`config.mk`:
```
export PLATFORM = sky130hd
export DESIGN_NAME = ddr_port1_reader
export DESIGN_NICKNAME = d
export VERILOG_FILES = /design/src/rtl/ddr_port1_reader.sv
export SDC_FILE = /design/constraint.sdc
export NUM_CORES = 2
export LEC_CHECK = 0
export BUFFER_PORTS_ARGS = -buffer_cell sky130_fd_sc_hd__buf_2
export CORE_ASPECT_RATIO = 1.2
export CORE_UTILIZATION = 40
export DETAILED_ROUTE_END_ITERATION = 12
export HOLD_SLACK_MARGIN = 0.02
export PLACE_DENSITY = 0.61
export SLEW_MARGIN = 5
export SYNTH_ARGS = -nofsm -noshare
export SYNTH_HDL_FRONTEND = slang
export SYNTH_SLANG_ARGS = --single-unit
export TNS_END_PERCENT = 100
```
`constraint.sdc`:
```
create_clock -name clk -period 7.7 [get_ports clk]
set_input_delay 0.385 -clock clk [delete_from_list [all_inputs] [get_ports clk]]
set_output_delay 0.385 -clock clk [all_outputs]
set_load 0.005 [all_outputs]
```
`src/rtl/ddr_port1_reader.sv`:
```
// ddr_port1_reader
// Reads the display frame buffer out of DDR through MCB user port 1 and
// hands pixels to the video output stage from an internal pixel FIFO.
// It always reads the buffer that the port-0 writer is not filling; the
// buffer is chosen from memory_frame when a display frame starts.
//
// Ports:
//   clk, reset         system clock, asynchronous active-high reset
//   mem_calib_done     MCB calibration done (asynchronous, synchronized here)
//   memory_frame       writer's current frame select
//   frame_start        one-cycle pulse at the start of each display frame
//   pix_rd_en          display pops one pixel
//   pix_data/pix_valid popped pixel {R,G,B}, valid one cycle after the pop
//   underflow          sticky: a pop found the FIFO empty during this frame
//   p1_cmd_*           MCB port-1 command interface (read bursts only)
//   p1_rd_*            MCB port-1 read-data FIFO (first-word-fall-through)
module ddr_port1_reader #(
  parameter int          FRAME_WORDS = 1310720,
  parameter int          BURST_LEN   = 32,
  parameter int          FIFO_DEPTH  = 128,
  parameter logic [29:0] FRAME1_BASE = 30'd5242880
) (
  input  logic        clk,
  input  logic        reset,
  input  logic        mem_calib_done,
  input  logic        memory_frame,
  input  logic        frame_start,
  input  logic        pix_rd_en,
  output logic [23:0] pix_data,
  output logic        pix_valid,
  output logic        underflow,
  input  logic        p1_cmd_full,
  input  logic        p1_rd_empty,
  input  logic [31:0] p1_rd_data,
  output logic        p1_cmd_en,
  output logic [2:0]  p1_cmd_instr,
  output logic [5:0]  p1_cmd_bl,
  output logic [29:0] p1_cmd_byte_addr,
  output logic        p1_rd_en
);

  localparam int RW = $clog2(FRAME_WORDS + 1);  // req_words width
  localparam int AW = $clog2(FIFO_DEPTH);       // FIFO pointer width
  localparam int CW = AW + 1;                   // fill / outstanding width

  localparam logic [RW-1:0] FW_RW    = RW'(FRAME_WORDS);
  localparam logic [RW-1:0] BL_RW    = RW'(BURST_LEN);
  localparam logic [CW-1:0] BL_CW    = CW'(BURST_LEN);
  localparam logic [CW-1:0] DEPTH_CW = CW'(FIFO_DEPTH);
  localparam logic [CW-1:0] ZERO_CW  = {CW{1'b0}};
  localparam logic [CW-1:0] ONE_CW   = {{(CW-1){1'b0}}, 1'b1};
  localparam logic [AW-1:0] ONE_AW   = {{(AW-1){1'b0}}, 1'b1};

  typedef enum logic [2:0] {
    ST_INIT       = 3'd0,
    ST_WAIT_FRAME = 3'd1,
    ST_CHECK      = 3'd2,
    ST_CMD        = 3'd3,
    ST_DRAIN      = 3'd4
  } state_t;

  state_t        state_r, state_nxt_s;
  logic          calib_meta_r, calib_sync_r;
  logic [29:0]   base_r;
  logic [RW-1:0] req_words_r;
  logic [CW-1:0] outstanding_r;
  logic          restart_pending_r, restart_frame_r;
  logic          cmd_en_r;
  logic [29:0]   cmd_addr_r;

  logic [23:0]   fifo_mem [0:FIFO_DEPTH-1];
  logic [AW-1:0] wr_ptr_r, rd_ptr_r;
  logic [CW-1:0] fill_r;
  logic [23:0]   pix_data_r;
  logic          pix_valid_r, underflow_r;

  logic          frame_init_s, frame_sel_s, issue_s, rd_pop_s, fifo_wr_s;
  logic          restart_set_s, space_ok_s, pop_ok_s;
  logic [29:0]   req_addr_s;
  logic          unused_s;

  // The upper byte of each MCB word carries no pixel information.
  assign unused_s   = ^p1_rd_data[31:24];
  assign req_addr_s = {{(28-RW){1'b0}}, req_words_r, 2'b00};
  // Room for a whole burst, counting words already requested but not returned.
  assign space_ok_s = ({1'b0, fill_r} + {1'b0, outstanding_r} + {1'b0, BL_CW})
                      <= {1'b0, DEPTH_CW};
  assign pop_ok_s   = pix_rd_en && (fill_r != ZERO_CW);

  // Two-flop synchronizer for the MCB calibration flag.
  always_ff @(posedge clk or posedge reset) begin
    if (reset) begin
      calib_meta_r <= 1'b0;
      calib_sync_r <= 1'b0;
    end else begin
      calib_meta_r <= mem_calib_done;
      calib_sync_r <= calib_meta_r;
    end
  end

  // Next-state logic plus the per-cycle strobes derived from it.
  always_comb begin
    state_nxt_s   = state_r;
    frame_init_s  = 1'b0;
    frame_sel_s   = memory_frame;
    issue_s       = 1'b0;
    rd_pop_s      = 1'b0;
    fifo_wr_s     = 1'b0;
    restart_set_s = 1'b0;
    case (state_r)
      ST_INIT: begin
        if (calib_sync_r) begin
          state_nxt_s = ST_WAIT_FRAME;
        end else begin
          state_nxt_s = ST_INIT;
        end
      end
      ST_WAIT_FRAME: begin
        if (frame_start) begin
          frame_init_s = 1'b1;
          state_nxt_s  = ST_CHECK;
        end else begin
          state_nxt_s  = ST_WAIT_FRAME;
        end
      end
      ST_CHECK: begin
        // Nothing is in flight here, so a restart takes effect at once.
        if (frame_start || restart_pending_r) begin
          frame_init_s = 1'b1;
          frame_sel_s  = frame_start ? memory_frame : restart_frame_r;
          state_nxt_s  = ST_CHECK;
        end else if ((req_words_r == FW_RW) && (outstanding_r == ZERO_CW)) begin
          state_nxt_s  = ST_WAIT_FRAME;
        end else if ((req_words_r < FW_RW) && space_ok_s && !p1_cmd_full) begin
          issue_s      = 1'b1;
          state_nxt_s  = ST_CMD;
        end else begin
          state_nxt_s  = ST_CHECK;
        end
      end
      ST_CMD: begin
        // The burst is already committed; a restart waits for it to drain.
        restart_set_s = frame_start;
        state_nxt_s   = ST_DRAIN;
      end
      ST_DRAIN: begin
        if (!p1_rd_empty && (outstanding_r != ZERO_CW)) begin
          rd_pop_s  = 1'b1;
          // Words of a burst that straddles a restart belong to the old frame.
          fifo_wr_s = !(restart_pending_r || frame_start);
        end else begin
          rd_pop_s  = 1'b0;
          fifo_wr_s = 1'b0;
        end
        if ((outstanding_r == ZERO_CW) || ((outstanding_r == ONE_CW) && rd_pop_s)) begin
          state_nxt_s = ST_CHECK;
          if (restart_pending_r || frame_start) begin
            frame_init_s = 1'b1;
            frame_sel_s  = frame_start ? memory_frame : restart_frame_r;
          end else begin
            frame_init_s = 1'b0;
          end
        end else begin
          state_nxt_s   = ST_DRAIN;
          restart_set_s = frame_start;
        end
      end
      default: begin
        state_nxt_s = ST_INIT;
      end
    endcase
  end

  // Control registers: state, frame base, request progress, command outputs.
  always_ff @(posedge clk or posedge reset) begin
    if (reset) begin
      state_r           <= ST_INIT;
      base_r            <= 30'd0;
      req_words_r       <= {RW{1'b0}};
      outstanding_r     <= ZERO_CW;
      restart_pending_r <= 1'b0;
      restart_frame_r   <= 1'b0;
      cmd_en_r          <= 1'b0;
      cmd_addr_r        <= 30'd0;
    end else begin
      state_r  <= state_nxt_s;
      cmd_en_r <= issue_s;
      if (issue_s) begin
        cmd_addr_r <= base_r + req_addr_s;
      end
      if (frame_init_s) begin
        // memory_frame=1 means the writer fills buffer 1, so read buffer 0.
        base_r      <= frame_sel_s ? 30'd0 : FRAME1_BASE;
        req_words_r <= {RW{1'b0}};
      end else if (state_r == ST_CMD) begin
        req_words_r <= req_words_r + BL_RW;
      end
      if (state_r == ST_CMD) begin
        outstanding_r <= outstanding_r + BL_CW;
      end else if (rd_pop_s) begin
        outstanding_r <= outstanding_r - ONE_CW;
      end
      if (frame_init_s) begin
        restart_pending_r <= 1'b0;
      end else if (restart_set_s) begin
        restart_pending_r <= 1'b1;
        restart_frame_r   <= memory_frame;
      end
    end
  end

  // Pixel FIFO storage (no reset needed; fill tracks validity).
  always_ff @(posedge clk) begin
    if (fifo_wr_s && !frame_init_s) begin
      fifo_mem[wr_ptr_r] <= p1_rd_data[23:0];
    end
  end

  // Pixel FIFO pointers, fill level and the registered pixel output.
  always_ff @(posedge clk or posedge reset) begin
    if (reset) begin
      wr_ptr_r    <= {AW{1'b0}};
      rd_ptr_r    <= {AW{1'b0}};
      fill_r      <= ZERO_CW;
      pix_data_r  <= 24'd0;
      pix_valid_r <= 1'b0;
      underflow_r <= 1'b0;
    end else begin
      if (frame_init_s) begin
        wr_ptr_r <= {AW{1'b0}};
        rd_ptr_r <= {AW{1'b0}};
        fill_r   <= ZERO_CW;
      end else begin
        if (fifo_wr_s) begin
          wr_ptr_r <= wr_ptr_r + ONE_AW;
        end
        if (pop_ok_s) begin
          rd_ptr_r <= rd_ptr_r + ONE_AW;
        end
        fill_r <= fill_r + {{(CW-1){1'b0}}, fifo_wr_s} - {{(CW-1){1'b0}}, pop_ok_s};
      end
      if (pop_ok_s) begin
        pix_data_r  <= fifo_mem[rd_ptr_r];
        pix_valid_r <= 1'b1;
      end else begin
        pix_data_r  <= 24'd0;
        pix_valid_r <= 1'b0;
      end
      if (frame_init_s) begin
        underflow_r <= 1'b0;
      end else if (pix_rd_en && !pop_ok_s) begin
        underflow_r <= 1'b1;
      end
    end
  end

  assign p1_cmd_en        = cmd_en_r;
  assign p1_cmd_instr     = 3'b001;
  assign p1_cmd_bl        = 6'(BURST_LEN - 1);
  assign p1_cmd_byte_addr = cmd_addr_r;
  assign p1_rd_en         = rd_pop_s;
  assign pix_data         = pix_data_r;
  assign pix_valid        = pix_valid_r;
  assign underflow        = underflow_r;

endmodule

```
==> run metrics <==
Hold Path Class=in2reg; final non-filler cell total=10300; Post-Syn Area=122000 um^2; HPWL Detailed=190000 um; Final Hold Fails=0; EDFF count, synth=3072; Remaining Overflow, GRT=0; clock buffer depth=4; CTS tree=done; commonest non-fill, non-tap cell in the layout=edfxtp_1; top cell type's share of synthesized area=0.753; Die Area=308000 um^2; Row Count=222; Crit Path Category=reg2reg; IO Count=107; ANT nets after route=0; vias in the first global route=61400; Max Fclk=210 MHz; drt total wl=338000 um; Fin Clk Skew=0.0490 ns; clock sink count=3170; Final min period=4.77 ns; GP Congestion=0.850; root buf cell=clkbuf_16; Hold Slack=0.0592 ns; worst slack, placed=3.06 ns; max-cap violations=0; cell taking the most area after synthesis=edfxtp_1; Synth area leaders=edfxtp_1 75%, mux4_2 13%, mux2i_1 2.0%; # port buffers=76; share of cells above drive strength 1=0.260; CP max FO=59; first-pass GRT wire length=473000 um; total negative slack=0 ns; Routed WL per cell=32.8 um; Tcrit/Tclk final=0.619; element type at the critical path start=flip-flop; starting DRC count in detailed routing=7591; placed cell count=9705; post-CTS repair timing setup buffer count=0; final setup fails=0; initial antenna violation count=22; Core Region=305000 um^2; measured slew at the worst slew-check pin=1.42 ns; GRT Total Usage=0.218; RSZ-0062 raised after global routing=false; Synth cell types=76; routed vias=61100; drt pass-1 iters=6; Die Wd=507 um; Syn Area/Cell=21.6 um^2; Slew headroom=0.0508; vias per inst=5.94; Critical Path RT=8.45 ns; Max VDD drop=0.248 mV; worst skew pair latency=0.89 ns; commonest non-fill, non-tap cells in the layout=3072 x edfxtp_1, 703 x mux4_2, 319 x clkbuf_16, 246 x mux2i_1, 236 x buf_4; CTS H-tree depth=5; Pleak=43.5 nW; Post-synth ARST share=0.0309; nets=6082; largest net degree at the start of global routing=116; PnR worst setup slack=2.93 ns; status=complete, no violations; crit path DAT=5.52 ns; Num CTS Buffers=310; PD cells=319 nW/um^2; Synth Register Bits=3170; Reg clk slew, reported paths=0.06 ns; area growth from synthesis to layout=13.3%; max-slew violations=0; post-synthesis sequential area ratio=0.773; crit end category=flip-flop; residual DRC count=0; die span in y=608 um; starting density of the core=0.402; cells after synthesis=5677; Gates resized, CTS repair=0; Synth Warn #=0; ys flop type=edfxtp_1
-- flip-flops by register name, summed over array words and instances (netlist names), 7 cells and up --
| register | count |
|---|---|
| wr_ptr_r | 7 |
| pix_data | 24 |
| fill_r | 8 |
| req_words_r | 16 |
| fifo_mem | 3072 |
| outstanding_r | 8 |
| p1_cmd_byte_addr | 17 |
| rd_ptr_r | 7 |
-- layout make-up --
class	instances	area (um^2)
Fill cell	25200	166000
Sequential cell	3170	94700
Multi-Input combinational cell	2160	26300
Clock buffer	402	8380
Tap cell	4032	5040
Timing Repair Buffer	324	2580
Clock inverter	150	1490
Inverter	36	148
Antenna cell	12	30.0
-- per-stage QoR --
step / power (mW) / utilization / cell area [um^2]
6_report: 44.3 / 0.455 / 139000
5_1_grt: 45.7 / 0.455 / 139000
4_1_cts: 44.6 / 0.455 / 139000
3_5_place_dp: 29.7 / 0.422 / 129000
3_3_place_gp: 29.6 / 0.422 / 129000
2_1_floorplan: 26.5 / - / 123000
-- synthesized netlist by cell type, drive strengths merged, types with 42 or more instances --
| library cell | count |
|---|---|
| a21oi | 112 |
| o21ai | 67 |
| mux4 | 703 |
| nand2 | 149 |
| clkbuf | 121 |
| mux2i | 246 |
| nor2 | 206 |
| dfrtp | 98 |
| o221ai | 42 |
| a22oi | 107 |
| buf | 210 |
| o22ai | 71 |
| edfxtp | 3072 |
-- what timing repair did --
| item | 4_1_cts | 5_1_grt |
|---|---|---|
| hold buffers | 17 | 0 |
| endpoints found under the setup margin | 0 | 0 |
| hold endpoints to repair | 307 | 0 |
-- path summary, 6_finish.rpt --
check	end	startpoint	cells after the start	slack, ns
worst min register to register	calib_sync_r	calib_meta_r	0	0.35
worst max-delay path	pix_data[6]	rd_ptr_r[0]	8	2.93
worst min-delay path	fifo_mem[25][1]	p1_rd_data[1]	1	0.06
max in group asynchronous	rd_ptr_r[2]	reset	4	6.20
worst max register to register	pix_data[6]	rd_ptr_r[0]	8	2.93
min in group asynchronous	p1_cmd_byte_addr[13]	reset	3	0.16
-- worst max-delay path, stage by stage, from the launching register on --
cell       delay (ns)
dfrtp_4          0.88
buf_12           0.49
buf_12           0.44
mux4_2           0.57
nand2_1          0.08
a21oi_1          0.07
a2111oi_1        1.20
o41ai_1          0.49
o31a_1           0.22
-- where the power goes --
part	internal, mW	total, mW	switching, mW
combinational	4.32	9.74	5.42
sequential	19.1	19.5	0.453
clock	8.61	15.0	6.40
-- per-layer routing --
| layer | track usage | part of all wire |
|---|---|---|
| met3 | 0.0372 | 0.084 |
| met4 | 0.0823 | 0.041 |
| met2 | 0.362 | 0.49 |
| met1 | 0.286 | 0.38 |
| met5 | 0 | 0.00023 |
-- kinds of logic (layout without fill, tap and decap cells) --
kind of cell	count (synthesis)	after routing	synth area share
compound gates	587	587	0.0335
xor+xnor	33	33	0.00236
fa+ha+maj	40	40	0.00421
buf+inv	367	912	0.0166
flops	3170	3170	0.773
mux	970	970	0.152
other cells	2	34	0.0000613
simple gates	508	508	0.0183
(Power assumes the default switching activity.)
